## src/rtl/rv32i_pkg.sv

```systemverilog
// Shared RV32I_X pipeline definitions: opcodes, MEM-stage FSM states and
// opcode classification helpers used by decode, exe_alu and mem_lsu.
package rv32i_pkg;

  localparam logic [31:0] OP_NOP   = 32'd0;
  localparam logic [31:0] OP_ADD   = 32'd1;
  localparam logic [31:0] OP_SUB   = 32'd2;
  localparam logic [31:0] OP_AND   = 32'd3;
  localparam logic [31:0] OP_OR    = 32'd4;
  localparam logic [31:0] OP_XOR   = 32'd5;
  localparam logic [31:0] OP_SLL   = 32'd6;
  localparam logic [31:0] OP_SRL   = 32'd7;
  localparam logic [31:0] OP_SRA   = 32'd8;
  localparam logic [31:0] OP_SLT   = 32'd9;
  localparam logic [31:0] OP_SLTU  = 32'd10;
  localparam logic [31:0] OP_LUI   = 32'd11;
  localparam logic [31:0] OP_AUIPC = 32'd12;

  localparam logic [31:0] OP_LB    = 32'd16;
  localparam logic [31:0] OP_LH    = 32'd17;
  localparam logic [31:0] OP_LW    = 32'd18;
  localparam logic [31:0] OP_LBU   = 32'd19;
  localparam logic [31:0] OP_LHU   = 32'd20;
  localparam logic [31:0] OP_SB    = 32'd21;
  localparam logic [31:0] OP_SH    = 32'd22;
  localparam logic [31:0] OP_SW    = 32'd23;

  typedef enum logic [1:0] {
    ST_IDLE = 2'd0,
    ST_REQ  = 2'd1,
    ST_RESP = 2'd2
  } lsu_state_e;

  function automatic logic is_load(input logic [31:0] op);
    return (op == OP_LB) || (op == OP_LH) || (op == OP_LW) ||
           (op == OP_LBU) || (op == OP_LHU);
  endfunction

  function automatic logic is_store(input logic [31:0] op);
    return (op == OP_SB) || (op == OP_SH) || (op == OP_SW);
  endfunction

  function automatic logic is_mem_op(input logic [31:0] op);
    return is_load(op) || is_store(op);
  endfunction

  // Word ops need addr[1:0]==0, halfword ops need addr[0]==0.
  function automatic logic is_misaligned(input logic [31:0] op, input logic [1:0] lo);
    logic mis;
    mis = 1'b0;
    if ((op == OP_LW) || (op == OP_SW))
      mis = (lo != 2'b00);
    else if ((op == OP_LH) || (op == OP_LHU) || (op == OP_SH))
      mis = lo[0];
    return mis;
  endfunction

endpackage

```

## src/rtl/mem_lsu_if.sv

```systemverilog
// Data-memory req/gnt/rvalid bus between the MEM stage and data memory.
interface mem_lsu_if #(
  parameter int unsigned XLEN = 32
);
  logic            req;
  logic            we;
  logic [XLEN-1:0] addr;
  logic [3:0]      be;
  logic [XLEN-1:0] wdata;
  logic            gnt;
  logic            rvalid;
  logic [XLEN-1:0] rdata;

  modport master (
    output req, we, addr, be, wdata,
    input  gnt, rvalid, rdata
  );

  modport slave (
    input  req, we, addr, be, wdata,
    output gnt, rvalid, rdata
  );
endinterface

```

## src/rtl/mem_lsu_align.sv

```systemverilog
// Combinational byte-lane logic: store byte enables / lane replication and
// load lane extraction with sign or zero extension.
module mem_lsu_align
  import rv32i_pkg::*;
#(
  parameter int unsigned XLEN = 32,
  parameter int unsigned OP_W = 32
) (
  input  logic [OP_W-1:0] op,
  input  logic [1:0]      lo,
  input  logic [XLEN-1:0] store_data,
  input  logic [XLEN-1:0] rdata,
  output logic [3:0]      be,
  output logic [XLEN-1:0] wdata,
  output logic [XLEN-1:0] load_data
);

  logic [15:0] lane;

  always_comb begin
    be        = '0;
    wdata     = '0;
    load_data = '0;
    lane      = 16'(rdata >> {lo, 3'b000});
    case (op)
      OP_SB: begin
        be    = 4'b0001 << lo;
        wdata = {4{store_data[7:0]}};
      end
      OP_SH: begin
        be    = 4'b0011 << lo;
        wdata = {2{store_data[15:0]}};
      end
      OP_SW: begin
        be    = '1;
        wdata = store_data;
      end
      OP_LB: begin
        be        = 4'b0001 << lo;
        load_data = {{(XLEN-8){lane[7]}}, lane[7:0]};
      end
      OP_LBU: begin
        be        = 4'b0001 << lo;
        load_data = {{(XLEN-8){1'b0}}, lane[7:0]};
      end
      OP_LH: begin
        be        = 4'b0011 << lo;
        load_data = {{(XLEN-16){lane[15]}}, lane};
      end
      OP_LHU: begin
        be        = 4'b0011 << lo;
        load_data = {{(XLEN-16){1'b0}}, lane};
      end
      OP_LW: begin
        be        = '1;
        load_data = rdata;
      end
      default: ;
    endcase
  end

endmodule

```

## src/rtl/mem_lsu.sv

```systemverilog
// MEM stage of the RV32I_X pipeline: single-register pass-through for ALU
// results and a req/gnt/rvalid load/store unit that stalls upstream while busy.
module mem_lsu
  import rv32i_pkg::*;
#(
  parameter int unsigned XLEN  = 32,
  parameter int unsigned OP_W  = 32,
  parameter int unsigned RD_W  = 11,
  parameter int unsigned TMO_W = 8
) (
  input  logic            clk,
  input  logic            rstl,
  input  logic            valid_exe_2_mem_i,
  input  logic [OP_W-1:0] opcode_exe_2_mem_i,
  input  logic [RD_W-1:0] rd_exe_2_mem_i,
  input  logic [XLEN-1:0] rd_data_exe_2_mem_i,
  input  logic [XLEN-1:0] mem_address_i,
  input  logic [XLEN-1:0] mem_data_i,
  input  logic            flush_i,
  output logic            stall_mem_o,
  mem_lsu_if.master       dmem,
  output logic            valid_mem_2_wb_o,
  output logic [RD_W-1:0] rd_mem_2_wb_o,
  output logic [XLEN-1:0] rd_data_mem_2_wb_o,
  output logic            misalign_o,
  output logic            buserr_o
);

  // Last RESP cycle index before timeout: the 2**TMO_W-1'th cycle has count 2**TMO_W-2.
  localparam logic [TMO_W-1:0] TMO_LAST = {{(TMO_W-1){1'b1}}, 1'b0};

  lsu_state_e      state;
  logic [OP_W-1:0] op_q;
  logic [RD_W-1:0] rd_q;
  logic [XLEN-1:0] addr_q;
  logic [XLEN-1:0] data_q;
  logic            discard_q;
  logic [TMO_W-1:0] tmo_cnt;

  logic            accept;
  logic            in_mem;
  logic            in_mis;
  logic            store_done;
  logic            rsp_hit;
  logic            tmo_hit;
  logic [3:0]      al_be;
  logic [XLEN-1:0] al_wdata;
  logic [XLEN-1:0] al_load;

  mem_lsu_align #(
    .XLEN (XLEN),
    .OP_W (OP_W)
  ) u_align (
    .op         (op_q),
    .lo         (addr_q[1:0]),
    .store_data (data_q),
    .rdata      (dmem.rdata),
    .be         (al_be),
    .wdata      (al_wdata),
    .load_data  (al_load)
  );

  always_comb begin
    accept     = (state == ST_IDLE) && valid_exe_2_mem_i && !flush_i && !rstl;
    in_mem     = is_mem_op(opcode_exe_2_mem_i);
    in_mis     = is_misaligned(opcode_exe_2_mem_i, mem_address_i[1:0]);
    store_done = (state == ST_REQ) && dmem.gnt && is_store(op_q);
    rsp_hit    = (state == ST_RESP) && dmem.rvalid;
    tmo_hit    = (state == ST_RESP) && !dmem.rvalid && (tmo_cnt == TMO_LAST);
    // Stall rises in the accept cycle and falls in the completing cycle so upstream
    // advances on the same edge the FSM returns to IDLE.
    stall_mem_o = !rstl && ((accept && in_mem && !in_mis) ||
                            ((state != ST_IDLE) && !(store_done || rsp_hit || tmo_hit)));
    dmem.req   = (state == ST_REQ);
    dmem.we    = (state == ST_REQ) && is_store(op_q);
    dmem.addr  = (state == ST_REQ) ? {addr_q[XLEN-1:2], 2'b00} : '0;
    dmem.be    = (state == ST_REQ) ? al_be : '0;
    dmem.wdata = (state == ST_REQ) ? al_wdata : '0;
  end

  always_ff @(posedge clk) begin
    if (rstl) begin
      state              <= ST_IDLE;
      op_q               <= '0;
      rd_q               <= '0;
      addr_q             <= '0;
      data_q             <= '0;
      discard_q          <= 1'b0;
      tmo_cnt            <= '0;
      valid_mem_2_wb_o   <= 1'b0;
      rd_mem_2_wb_o      <= '0;
      rd_data_mem_2_wb_o <= '0;
      misalign_o         <= 1'b0;
      buserr_o           <= 1'b0;
    end else begin
      valid_mem_2_wb_o <= 1'b0;
      misalign_o       <= 1'b0;
      buserr_o         <= 1'b0;
      case (state)
        ST_IDLE: begin
          if (accept) begin
            if (!in_mem) begin
              if (rd_exe_2_mem_i != '0) begin
                valid_mem_2_wb_o   <= 1'b1;
                rd_mem_2_wb_o      <= rd_exe_2_mem_i;
                rd_data_mem_2_wb_o <= rd_data_exe_2_mem_i;
              end
            end else if (in_mis) begin
              misalign_o <= 1'b1;
            end else begin
              op_q      <= opcode_exe_2_mem_i;
              rd_q      <= rd_exe_2_mem_i;
              addr_q    <= mem_address_i;
              data_q    <= mem_data_i;
              discard_q <= 1'b0;
              tmo_cnt   <= '0;
              state     <= ST_REQ;
            end
          end
        end
        ST_REQ: begin
          // A grant wins over a same-cycle flush: the bus already took the access.
          if (dmem.gnt) begin
            if (is_store(op_q)) begin
              state <= ST_IDLE;
            end else begin
              state     <= ST_RESP;
              tmo_cnt   <= '0;
              discard_q <= flush_i;
            end
          end else if (flush_i) begin
            state <= ST_IDLE;
          end
        end
        ST_RESP: begin
          if (dmem.rvalid) begin
            state <= ST_IDLE;
            if (!(discard_q || flush_i) && (rd_q != '0)) begin
              valid_mem_2_wb_o   <= 1'b1;
              rd_mem_2_wb_o      <= rd_q;
              rd_data_mem_2_wb_o <= al_load;
            end
          end else if (tmo_cnt == TMO_LAST) begin
            state    <= ST_IDLE;
            buserr_o <= !(discard_q || flush_i);
          end else begin
            tmo_cnt <= tmo_cnt + TMO_W'(1);
            if (flush_i) discard_q <= 1'b1;
          end
        end
        default: state <= ST_IDLE;
      endcase
    end
  end

endmodule
```

## src/flat_wrapper.sv

```systemverilog
// flat-port wrapper written by rule: the top's interface ports become plain ports
module mem_lsu_flat import rv32i_pkg::*;
#(
  parameter int unsigned XLEN  = 32,
  parameter int unsigned OP_W  = 32,
  parameter int unsigned RD_W  = 11,
  parameter int unsigned TMO_W = 8
)
  (clk, rstl, valid_exe_2_mem_i, opcode_exe_2_mem_i, rd_exe_2_mem_i, rd_data_exe_2_mem_i, mem_address_i, mem_data_i, flush_i, stall_mem_o, valid_mem_2_wb_o, rd_mem_2_wb_o, rd_data_mem_2_wb_o, misalign_o, buserr_o, dmem_req, dmem_we, dmem_addr, dmem_be, dmem_wdata, dmem_gnt, dmem_rvalid, dmem_rdata);
  mem_lsu_if #(.XLEN(XLEN)) dmem_i ();
  input  logic clk;
  input  logic rstl;
  input  logic valid_exe_2_mem_i;
  input  logic [OP_W-1:0] opcode_exe_2_mem_i;
  input  logic [RD_W-1:0] rd_exe_2_mem_i;
  input  logic [XLEN-1:0] rd_data_exe_2_mem_i;
  input  logic [XLEN-1:0] mem_address_i;
  input  logic [XLEN-1:0] mem_data_i;
  input  logic flush_i;
  output logic stall_mem_o;
  output logic valid_mem_2_wb_o;
  output logic [RD_W-1:0] rd_mem_2_wb_o;
  output logic [XLEN-1:0] rd_data_mem_2_wb_o;
  output logic misalign_o;
  output logic buserr_o;
  output wire logic [$bits(dmem_i.req)-1:0] dmem_req;
  output wire logic [$bits(dmem_i.we)-1:0] dmem_we;
  output wire logic [$bits(dmem_i.addr)-1:0] dmem_addr;
  output wire logic [$bits(dmem_i.be)-1:0] dmem_be;
  output wire logic [$bits(dmem_i.wdata)-1:0] dmem_wdata;
  input wire logic [$bits(dmem_i.gnt)-1:0] dmem_gnt;
  input wire logic [$bits(dmem_i.rvalid)-1:0] dmem_rvalid;
  input wire logic [$bits(dmem_i.rdata)-1:0] dmem_rdata;
  assign dmem_req = dmem_i.req;
  assign dmem_we = dmem_i.we;
  assign dmem_addr = dmem_i.addr;
  assign dmem_be = dmem_i.be;
  assign dmem_wdata = dmem_i.wdata;
  assign dmem_i.gnt = dmem_gnt;
  assign dmem_i.rvalid = dmem_rvalid;
  assign dmem_i.rdata = dmem_rdata;
  mem_lsu #(.XLEN(XLEN), .OP_W(OP_W), .RD_W(RD_W), .TMO_W(TMO_W)) u_core (.clk(clk), .rstl(rstl), .valid_exe_2_mem_i(valid_exe_2_mem_i), .opcode_exe_2_mem_i(opcode_exe_2_mem_i), .rd_exe_2_mem_i(rd_exe_2_mem_i), .rd_data_exe_2_mem_i(rd_data_exe_2_mem_i), .mem_address_i(mem_address_i), .mem_data_i(mem_data_i), .flush_i(flush_i), .stall_mem_o(stall_mem_o), .dmem(dmem_i), .valid_mem_2_wb_o(valid_mem_2_wb_o), .rd_mem_2_wb_o(rd_mem_2_wb_o), .rd_data_mem_2_wb_o(rd_data_mem_2_wb_o), .misalign_o(misalign_o), .buserr_o(buserr_o));
endmodule
```

## config.mk

```make
export PLATFORM = sky130hd
export DESIGN_NAME = mem_lsu_flat
export DESIGN_NICKNAME = d
export VERILOG_FILES = /design/src/rtl/rv32i_pkg.sv /design/src/rtl/mem_lsu_if.sv /design/src/rtl/mem_lsu_align.sv /design/src/rtl/mem_lsu.sv /design/src/flat_wrapper.sv
export SDC_FILE = /design/constraint.sdc
export NUM_CORES = 1
export LEC_CHECK = 0
export BUFFER_PORTS_ARGS = -buffer_cell sky130_fd_sc_hd__buf_2
export CELL_PAD_IN_SITES_DETAIL_PLACEMENT = 1
export CELL_PAD_IN_SITES_GLOBAL_PLACEMENT = 1
export CORE_UTILIZATION = 38
export CTS_CLUSTER_SIZE = 14
export DETAILED_ROUTE_END_ITERATION = 8
export GPL_ROUTABILITY_DRIVEN = 0
export PLACE_DENSITY = 0.9
export SLEW_MARGIN = 10
export SYNTH_ARGS = -nofsm -noshare
export SYNTH_HDL_FRONTEND = slang
export SYNTH_SLANG_ARGS = --single-unit
```

## constraint.sdc

```tcl
create_clock -name clk -period 3.2 [get_ports clk]
set_input_delay 0.32 -clock clk [delete_from_list [all_inputs] [get_ports clk]]
set_output_delay 0.32 -clock clk [all_outputs]
set_load 0.03 [all_outputs]
```

==> results of run 1 <==
-- sequential cells by signal, summed over array words and instances (netlist names) --
name                       count
u_core.addr_q                 32
u_core.rd_data_mem_2_wb_o     32
u_core.buserr_o                1
u_core.op_q                   32
u_core.misalign_o              1
u_core.state                   2
u_core.rd_q                   11
u_core.rd_mem_2_wb_o          11
u_core.tmo_cnt                 8
u_core.discard_q               1
u_core.data_q                 32
u_core.valid_mem_2_wb_o        1
-- worst max-delay path, stage by stage, from the launching register on --
cell,delay [ns]
dfxtp_1,0.32
nor4_2,0.32
nand4_1,0.20
buf_4,0.21
or3_1,0.52
inv_6,0.20
and3_1,0.19
a221o_1,0.12
buf_2,0.21
-- cells in the final DEF (no fill, tap or decap), types with 14 or more instances in the layout --
cell type / instances
a211oi_1: 25
buf_2: 290
dfxtp_1: 163
nor2_1: 50
mux2i_1: 16
a21oi_1: 144
inv_1: 14
nor4_1: 15
and3_1: 37
buf_4: 31
and2_1: 45
nand3_1: 16
a221o_1: 16
nand2_1: 226
o21ai_0: 35
clkbuf_16: 17
-- layer usage --
| layer | track usage | up-vias |
|---|---|---|
| li1 | - | 4206 |
| met1 | 0.316 | 4302 |
| met5 | 0 | - |
| met3 | 0.0732 | 68 |
| met2 | 0.497 | 365 |
| met4 | 0.110 | 2 |
-- area by class of cell --
type / count / share of cell area
flip-flops and latches: 164 / 0.312
clock buffers: 19 / 0.0421
clock inverters: 13 / 0.0115
multi-input cells: 781 / 0.433
well taps: 275 / 0.0327
diodes: 1 / 0.000238
repair buffers: 322 / 0.162
inverters: 16 / 0.00618
-- power by group through the flow --
stage          clock [mW]  sequential [mW]  combinational, mW
2_1_floorplan           0             2.18              0.124
4_1_cts              2.04             2.08              0.381
6_report             2.00             2.08              0.381
5_1_grt              2.12             2.08              0.409
3_3_place_gp            0             2.13              0.364
3_5_place_dp            0             2.13              0.375
-- per-stage QoR --
step	setup WS, ns	utilization	cell area [um2]	cells
after floorplan	0.580	-	8280	1049
after global placement	0.614	0.469	9930	1556
after detailed placement	0.504	0.469	9930	1556
after CTS	0.0689	0.496	10500	1588
after global routing	0.0322	0.497	10500	1590
final	0.176	0.498	10500	1591
-- worst max-delay path by stage --
stage,start,endpoint,slack (ns)
finish,u_core.op_q[11],dmem_wdata[26],0.18
global route,u_core.op_q[11],dmem_wdata[30],0.03
CTS,u_core.op_q[11],dmem_wdata[26],0.07
detailed placement,opcode_exe_2_mem_i[11],u_core.rd_data_mem_2_wb_o[5],0.50
global placement,opcode_exe_2_mem_i[11],u_core.rd_data_mem_2_wb_o[5],0.61
floorplan,u_core.state[1],dmem_wdata[31],0.58
-- what timing repair did --
action,CTS,global route
endpoints found under the setup margin,0,23
buffers inserted,0,2
resized for setup,0,3
-- cells by family after synthesis --
group | Yosys count | synth area share
buffers and inverters | 104 | 0.0551
AO/OA/AOI/OAI | 298 | 0.233
flip-flops | 164 | 0.397
other | 1 | 0.000453
adder cells (fa/ha/maj) | 6 | 0.00908
AND/OR/NAND/NOR | 440 | 0.252
multiplexers | 32 | 0.0507
XOR/XNOR | 3 | 0.00318
==> impl_metrics.py, run 1 <==
metrics = {
    "worst_setup_path": {
        "worst-endpoint-arrival_ns": 2.70,
        "cp-start-kind": "register",
        "r2r_slack_ns": 0.51,
        "crit_type": "reg -> out",
        "endpoint_kind": "primary output",
        "cp_max_fo": 23,
        "r2r-start": "u_core.state[0]",
        "worst_ep_required_time_ns": 2.88,
        "r2r-end": "u_core.rd_data_mem_2_wb_o[6]",
        "reg2regPathDepth": 9,
    },
    "cells_and_area": {
        "drive_above_1_share": 0.296,
        "seqCellArea_um2": 3280,
        "final_nets": 1485,
        "fill_cells": 2653,
        "area_growth_pct": 27.3,
        "multi_input_area_um2": 4560,
    },
    "synthesis": {
        "yosysUniqueCellTypes": 68,
        "yosys-top-cells-area": "dfxtp_1 40%, nand2_1 10%, a21oi_1 8.7%",
        "synth.most_common_cell": "nand2_1",
        "seq_area_frac_synth": 0.397,
        "synthArstFlopShare": 0,
        "ys_ff_latch": 164,
        "synth_edf_count": 0,
        "synth-main-ff-cell": "dfxtp_1",
        "synthCells": 1048,
        "netlist_area_um2": 8270,
        "yosysWarnings": 0,
        "post-synth-top-area-cell": "dfxtp_1",
        "synth_top_area_share": 0.397,
        "synth_common_cells": "226 x nand2_1, 164 x dfxtp_1, 144 x a21oi_1",
        "avgSynthCellArea_um2": 7.89,
    },
    "drt": {
        "vias": 8943,
        "dr.pass1.iters": 5,
        "wl_met1_mm": 12.1,
        "top_layer_used": "met5",
        "wirelength_mm": 31.3,
        "drt-initial-drc-count": 423,
        "routedWlPerCell_um": 19.7,
        "met2_length_mm": 15.8,
        "ant_nets": 0,
        "wl_met3_mm": 2.45,
        "vias_per_cell": 5.62,
        "drc": 0,
    },
    "power": {
        "p_per_area_nw_per_um2": 424,
        "switching_share": 0.255,
        "leakage_nw": 4.61,
        "combPwrFrac": 0.085,
        "pwr-share-clk": 0.448,
        "intPower_mw": 3.33,
        "finalPower_mw": 4.46,
        "vdd_drop_max_uv": 338,
        "seqPwrFrac": 0.466,
        "power_switching_mw": 1.14,
    },
    "clock_network": {
        "htree_levels": 4,
        "clock_sinks": 164,
        "cts_tree": "yes",
        "path_clk_slew_ns": 0.07,
        "hold_buffers": 0,
        "root_buffer": "clkbuf_16",
        "cts_buffers": 17,
        "cts_max_path_buffers": 2,
        "clkLatencyLatePin_ns": 0.43,
    },
    "grt": {
        "grt_overflow": 0,
        "grt_use_total": 0.279,
        "antenna_found_initial": 1,
        "grt_max_degree": 79,
        "first_global_vias": 9165,
        "grt_pass1_wl_mm": 48.7,
    },
    "timing": {
        "timing.final.crit_share": 0.945,
        "worstMarginPinSlew_ns": 1.00,
        "hold_viol": 0,
        "hold_slack_ns": 0.132,
        "setup_tns_ns": 0,
        "final_max_slew_viol_count": 0,
        "fmax_mhz": 331,
        "relSlewSlack": 0.328,
        "min_period_ns": 3.02,
        "rsz0062_at_grt": "false",
        "clock_skew_ns": 0.0123,
        "setup_viol": 0,
    },
    "place": {
        "io_buffers": 291,
        "place.detailed.hpwl_mm": 22.7,
    },
    "floorplanning": {
        "die_h_um": 150,
        "die_w_um": 150,
        "start_util": 0.391,
        "top_level_ports": 294,
        "std_cell_rows": 53,
        "core_area_um2": 21200,
        "die-area_um2": 22400,
    },
    "hold_path": {
        "min_from": "mem_address_i[9]",
        "hold_path_class": "in -> reg",
        "min_to": "u_core.addr_q[9]",
        "hold_depth": 3,
    },
    "status": {
        "status": "complete, no violations",
    },
    "run": {
        "drv_cap": 0,
    },
}
Power figures use the tool's default switching activity.
==> inputs of run 2 (changes only) <==
--- a/config.mk
+++ b/config.mk
@@ -8,11 +8,13 @@
 export BUFFER_PORTS_ARGS = -buffer_cell sky130_fd_sc_hd__buf_2
 export CELL_PAD_IN_SITES_DETAIL_PLACEMENT = 1
 export CELL_PAD_IN_SITES_GLOBAL_PLACEMENT = 1
+export CORE_MARGIN = 4
 export CORE_UTILIZATION = 38
 export CTS_CLUSTER_SIZE = 14
 export DETAILED_ROUTE_END_ITERATION = 8
 export GPL_ROUTABILITY_DRIVEN = 0
 export PLACE_DENSITY = 0.9
+export RECOVER_POWER = 25
 export SLEW_MARGIN = 10
 export SYNTH_ARGS = -nofsm -noshare
 export SYNTH_HDL_FRONTEND = slang
==> constraint.sdc (replaced) <==
create_clock -name clk -period 3.2 [get_ports clk]
set_input_delay 0.32 -clock clk [delete_from_list [all_inputs] [get_ports clk]]
set_output_delay 0.32 -clock clk [all_outputs]
set_load 0.1 [all_outputs]
==> impl_metrics.py, run 2 (synthesis results as in run 1) <==
metrics = {
    "timing": {
        "clock_skew_ns": 0.0192,
        "min_period_ns": 3.12,
        "worstMarginPinSlew_ns": 1.24,
        "timing.final.crit_share": 0.975,
        "final_max_slew_viol_count": 0,
        "fmax_mhz": 320,
        "hold_viol": 0,
        "setup_viol": 0,
        "rsz0062_at_grt": "true",
        "relSlewSlack": 0.174,
        "final.setup.worst_slack_ns": 0.0792,
        "hold_slack_ns": 0.123,
    },
    "run": {
        "drv_cap": 0,
    },
    "clock_network": {
        "path_clk_slew_ns": 0.07,
        "cts_buffers": 17,
        "clkLatencyLatePin_ns": 0.43,
        "hold_buffers": 0,
        "cts_max_path_buffers": 2,
        "cts_setup_buffers": 0,
        "clock_sinks": 164,
        "postCtsResizedCells": 2,
        "cts_tree": "yes",
        "root_buffer": "clkbuf_16",
        "htree_levels": 4,
    },
    "cells_and_area": {
        "area_growth_pct": 34.2,
        "final_nets": 1484,
        "drive_above_1_share": 0.276,
        "stdcell_count": 1593,
        "layout_common_cells": "226 x nand2_1, 207 x buf_2, 164 x dfxtp_1",
        "final_common_cell": "nand2_1",
        "fill_cells": 2590,
    },
    "power": {
        "p_per_area_nw_per_um2": 418,
        "finalPower_mw": 4.64,
        "leakage_nw": 4.53,
        "vdd_drop_max_uv": 397,
    },
    "grt": {
        "grt_max_degree": 71,
        "met3_usage": 0.0774,
        "grt_pass1_wl_mm": 52.3,
        "first_global_vias": 9573,
        "antenna_found_initial": 4,
        "grt_overflow": 0,
        "grt-busiest-layer": "met2",
        "grt_use_total": 0.270,
        "grt_util_met1": 0.321,
        "grtUsageMet2": 0.460,
    },
    "drt": {
        "vias": 9127,
        "dr.pass1.iters": 5,
        "vias_per_cell": 5.73,
        "wirelength_mm": 34.1,
        "drc": 0,
        "drt-initial-drc-count": 550,
        "ant_nets": 0,
        "routedWlPerCell_um": 21.4,
    },
    "worst_setup_path": {
        "worst-endpoint-arrival_ns": 2.80,
        "crit_type": "reg -> out",
        "slowest_delay_ns": 0.45,
        "worst_ep_required_time_ns": 2.88,
        "cp_max_fo": 7,
        "critPathSlowestCell": "buf_2",
        "cp_cell_sequence": "inv_1 > ha_1 > and4bb_2 > clkbuf_1 > nand3_1 > a21oi_4 > buf_2",
        "endpoint_kind": "primary output",
        "cp-start-kind": "register",
    },
    "floorplanning": {
        "top_level_ports": 294,
        "std_cell_rows": 53,
        "core_area_um2": 21200,
        "start_util": 0.390,
        "die-area_um2": 24200,
        "die_h_um": 156,
        "die_w_um": 156,
    },
    "status": {
        "status": "complete, no violations",
    },
    "place": {
        "io_buffers": 291,
        "place.detailed.hpwl_mm": 23.5,
        "place_ws_ns": 0.452,
        "dpl.cell_count": 1557,
    },
    "hold_path": {
        "hold_path_class": "in -> reg",
    },
}
[run 2: cell count changes in the layout (fill, tap and decap cells not counted), moves of 4 or more]
cell	previous run	this run
and2_1	45	36
and2_2	0	8
buf_12	1	37
buf_2	290	207
clkbuf_1	1	48
diode_2	1	5
nor2_1	50	39
nor2_2	1	12
[run 2: final timing paths]
path / slack [ns] / start / end / cells after the start
setup / recovery: 0.08 / u_core.state[0] / stall_mem_o / 7
hold / removal: 0.12 / dmem_rvalid / u_core.buserr_o / 2
setup reg to reg: 0.28 / u_core.state[0] / u_core.rd_data_mem_2_wb_o[11] / 7
hold reg to reg: 0.45 / u_core.addr_q[3] / u_core.addr_q[3] / 2
[run 2: area by class of cell]
type	instances	area, um2	share of cell area
flip-flops and latches	164	3280	0.296
repair buffers	321	2170	0.196
clock inverters	12	119	0.0107
multi-input cells	781	4650	0.419
well taps	275	344	0.0310
clock buffers	19	453	0.0408
inverters	16	65.1	0.00586
diodes	5	12.5	0.00113
[run 2: stage by stage]
step | TNS, ns | instance area, um2 | util
5_1_grt | -0.0169 | 11100 | 0.523
3_5_place_dp | 0 | 10600 | 0.498
6_report | 0 | 11100 | 0.523
2_1_floorplan | -0.130 | 8370 | -
4_1_cts | 0 | 11200 | 0.525
3_3_place_gp | 0 | 10600 | 0.498
[run 2: per-layer routing]
metal	wire [um]	up-vias
li1	-	4207
met1	13300	4406
met2	16700	434
met3	2930	80
met4	1130	0
met5	0	-
[run 2: critical path: cells and delay by family (launching register included)]
kind | cells | cell delay [ns]
AOI/OAI and AO/OA | 1 | 0.20
and+or+nand+nor | 2 | 0.54
DFF | 1 | 0.39
adders and majority gates | 1 | 0.36
buffers and inverters | 3 | 0.88
[run 2: where the power goes]
group          total [mW]  switching, mW  internal (mW)
Clock                2.04          0.914           1.13
Sequential           2.08         0.0159           2.07
Combinational       0.521          0.376          0.145
Total                4.64           1.31           3.34
==> inputs of run 3 (changes only) <==
--- a/config.mk
+++ b/config.mk
@@ -13,7 +13,7 @@
 export CTS_CLUSTER_SIZE = 14
 export DETAILED_ROUTE_END_ITERATION = 8
 export GPL_ROUTABILITY_DRIVEN = 0
-export PLACE_DENSITY = 0.9
+export PLACE_DENSITY = 0.86
 export RECOVER_POWER = 25
 export SLEW_MARGIN = 10
 export SYNTH_ARGS = -nofsm -noshare
==> impl_metrics.py, run 3 (synthesis results as in run 1) <==
metrics = {
    "run": {
        "drv_cap": 0,
    },
    "grt": {
        "grt_overflow": 0,
        "grt_pass1_wl_mm": 50.4,
        "first_global_vias": 9152,
        "grt_max_degree": 66,
        "grt_use_total": 0.260,
        "antenna_found_initial": 4,
    },
    "worst_setup_path": {
        "slowest_delay_ns": 0.32,
        "critPathSlowestCell": "dfxtp_1",
        "worst-endpoint-arrival_ns": 2.70,
        "endpoint_kind": "primary output",
        "cp_max_fo": 7,
        "r2r_slack_ns": 0.35,
        "cpMostUsedCell": "buf_4",
        "r2r-start": "u_core.state[1]",
        "worst_ep_required_time_ns": 2.88,
        "crit_type": "reg -> out",
        "cp-start-kind": "register",
        "reg2regPathDepth": 7,
        "cp_cell_sequence": "nor4_2 > nand4_1 > buf_4 > nor3_4 > nand3_2 > nor2_1 > buf_4 > a221o_1 > buf_12",
        "r2r-end": "u_core.addr_q[20]",
    },
    "cells_and_area": {
        "layout_common_cells": "226 x nand2_1, 208 x buf_2, 164 x dfxtp_1",
        "fill_cells": 2685,
        "fin_area_um2": 11100,
        "stdcell_count": 1593,
        "seqCellArea_um2": 3280,
        "multi_input_area_um2": 4660,
        "final_common_cell": "nand2_1",
        "drive_above_1_share": 0.277,
        "area_growth_pct": 34.3,
        "final_nets": 1486,
    },
    "place": {
        "io_buffers": 291,
        "place.detailed.hpwl_mm": 24.1,
        "place_area_um2": 10600,
        "place_ws_ns": 0.425,
        "dpl.cell_count": 1558,
    },
    "drt": {
        "wirelength_mm": 32.8,
        "vias_per_cell": 5.64,
        "drt-initial-drc-count": 488,
        "vias": 8983,
        "routedWlPerCell_um": 20.6,
        "ant_nets": 0,
        "drc": 0,
        "dr.pass1.iters": 5,
    },
    "clock_network": {
        "htree_levels": 4,
        "cts_tree": "yes",
        "cts_max_path_buffers": 2,
        "path_clk_slew_ns": 0.06,
        "clkLatencyLatePin_ns": 0.43,
        "clock_sinks": 164,
        "root_buffer": "clkbuf_16",
        "cts_buffers": 17,
    },
    "timing": {
        "final.setup.worst_slack_ns": 0.180,
        "relSlewSlack": 0.0959,
        "final_max_slew_viol_count": 0,
        "setup_viol": 0,
        "setup_tns_ns": 0,
        "fmax_mhz": 331,
        "min_period_ns": 3.02,
        "hold_viol": 0,
        "timing.final.crit_share": 0.944,
        "worstMarginPinSlew_ns": 1.36,
        "clock_skew_ns": 0.0120,
    },
    "floorplanning": {
        "die_h_um": 156,
        "top_level_ports": 294,
        "die_w_um": 156,
        "std_cell_rows": 53,
        "core_area_um2": 21200,
        "start_util": 0.390,
        "die-area_um2": 24200,
    },
    "power": {
        "vdd_drop_max_uv": 368,
        "finalPower_mw": 4.58,
        "combPwrFrac": 0.113,
        "p_per_area_nw_per_um2": 412,
        "power_switching_mw": 1.29,
        "switching_share": 0.281,
        "intPower_mw": 3.29,
        "leakage_nw": 4.53,
        "pwr-share-clk": 0.433,
        "seqPwrFrac": 0.455,
    },
    "hold_path": {
        "hold_depth": 2,
        "hold_path_class": "in -> reg",
        "min_from": "dmem_rvalid",
        "min_to": "u_core.buserr_o",
    },
    "status": {
        "status": "complete, no violations",
    },
}
-- run 3: power groups by stage --
stage                     combinational [mW]  sequential [mW]  clock (mW)
after detailed placement               0.522             2.13           0
after floorplan                        0.132             2.32           0
final                                  0.516             2.08        1.98
after global routing                   0.544             2.09        2.11
after global placement                 0.513             2.13           0
after CTS                              0.524             2.08        2.01
-- run 3: repair_timing --
action,4_1_cts,5_1_grt
hold buffers,0,0
setup buffers,0,1
pin swaps,0,1
endpoints found under the setup margin,8,8
gates resized for setup,2,4
-- run 3: how the worst max path moves through the flow --
stage	depth (start not counted)	startpoint	to
after floorplan	7	u_core.state[1]	dmem_wdata[31]
after global placement	7	u_core.op_q[11]	stall_mem_o
after detailed placement	9	u_core.op_q[23]	dmem_wdata[27]
after CTS	9	u_core.op_q[23]	dmem_wdata[26]
after global routing	9	u_core.op_q[23]	dmem_wdata[30]
final	9	u_core.op_q[23]	dmem_wdata[26]
-- run 3: worst max-delay path: cells and delay by family, from the launching register on --
kind | cells | cell delay, ns
buffers and inverters | 3 | 0.62
DFF | 1 | 0.32
AOI/OAI and AO/OA | 1 | 0.21
and+or+nand+nor | 5 | 1.12
-- run 3: area by class of cell --
cell class / instances / area share
multi-input combinational: 781 / 0.419
sequential: 164 / 0.296
timing repair buffer: 323 / 0.198
clock buffer: 19 / 0.0390
tap: 275 / 0.0310
clock inverter: 13 / 0.0114
inverter: 16 / 0.00563
antenna: 2 / 0.000451
-- run 3: metrics by stage --
| step | hold slack, ns | util |
|---|---|---|
| finish | 0.122 | 0.523 |
| global route | 0.114 | 0.523 |
| CTS | 0.112 | 0.525 |
| detailed placement | 0.442 | 0.498 |
| global placement | 0.433 | 0.498 |
| floorplan | 0.396 | - |
-- run 3: metal layers --
layer	global-route usage	share of wire	up-vias
met3	0.0749	0.086	56
met4	0.0717	0.024	6
met5	0	0.00088	-
li1	-	-	4209
met1	0.323	0.41	4326
met2	0.442	0.48	386
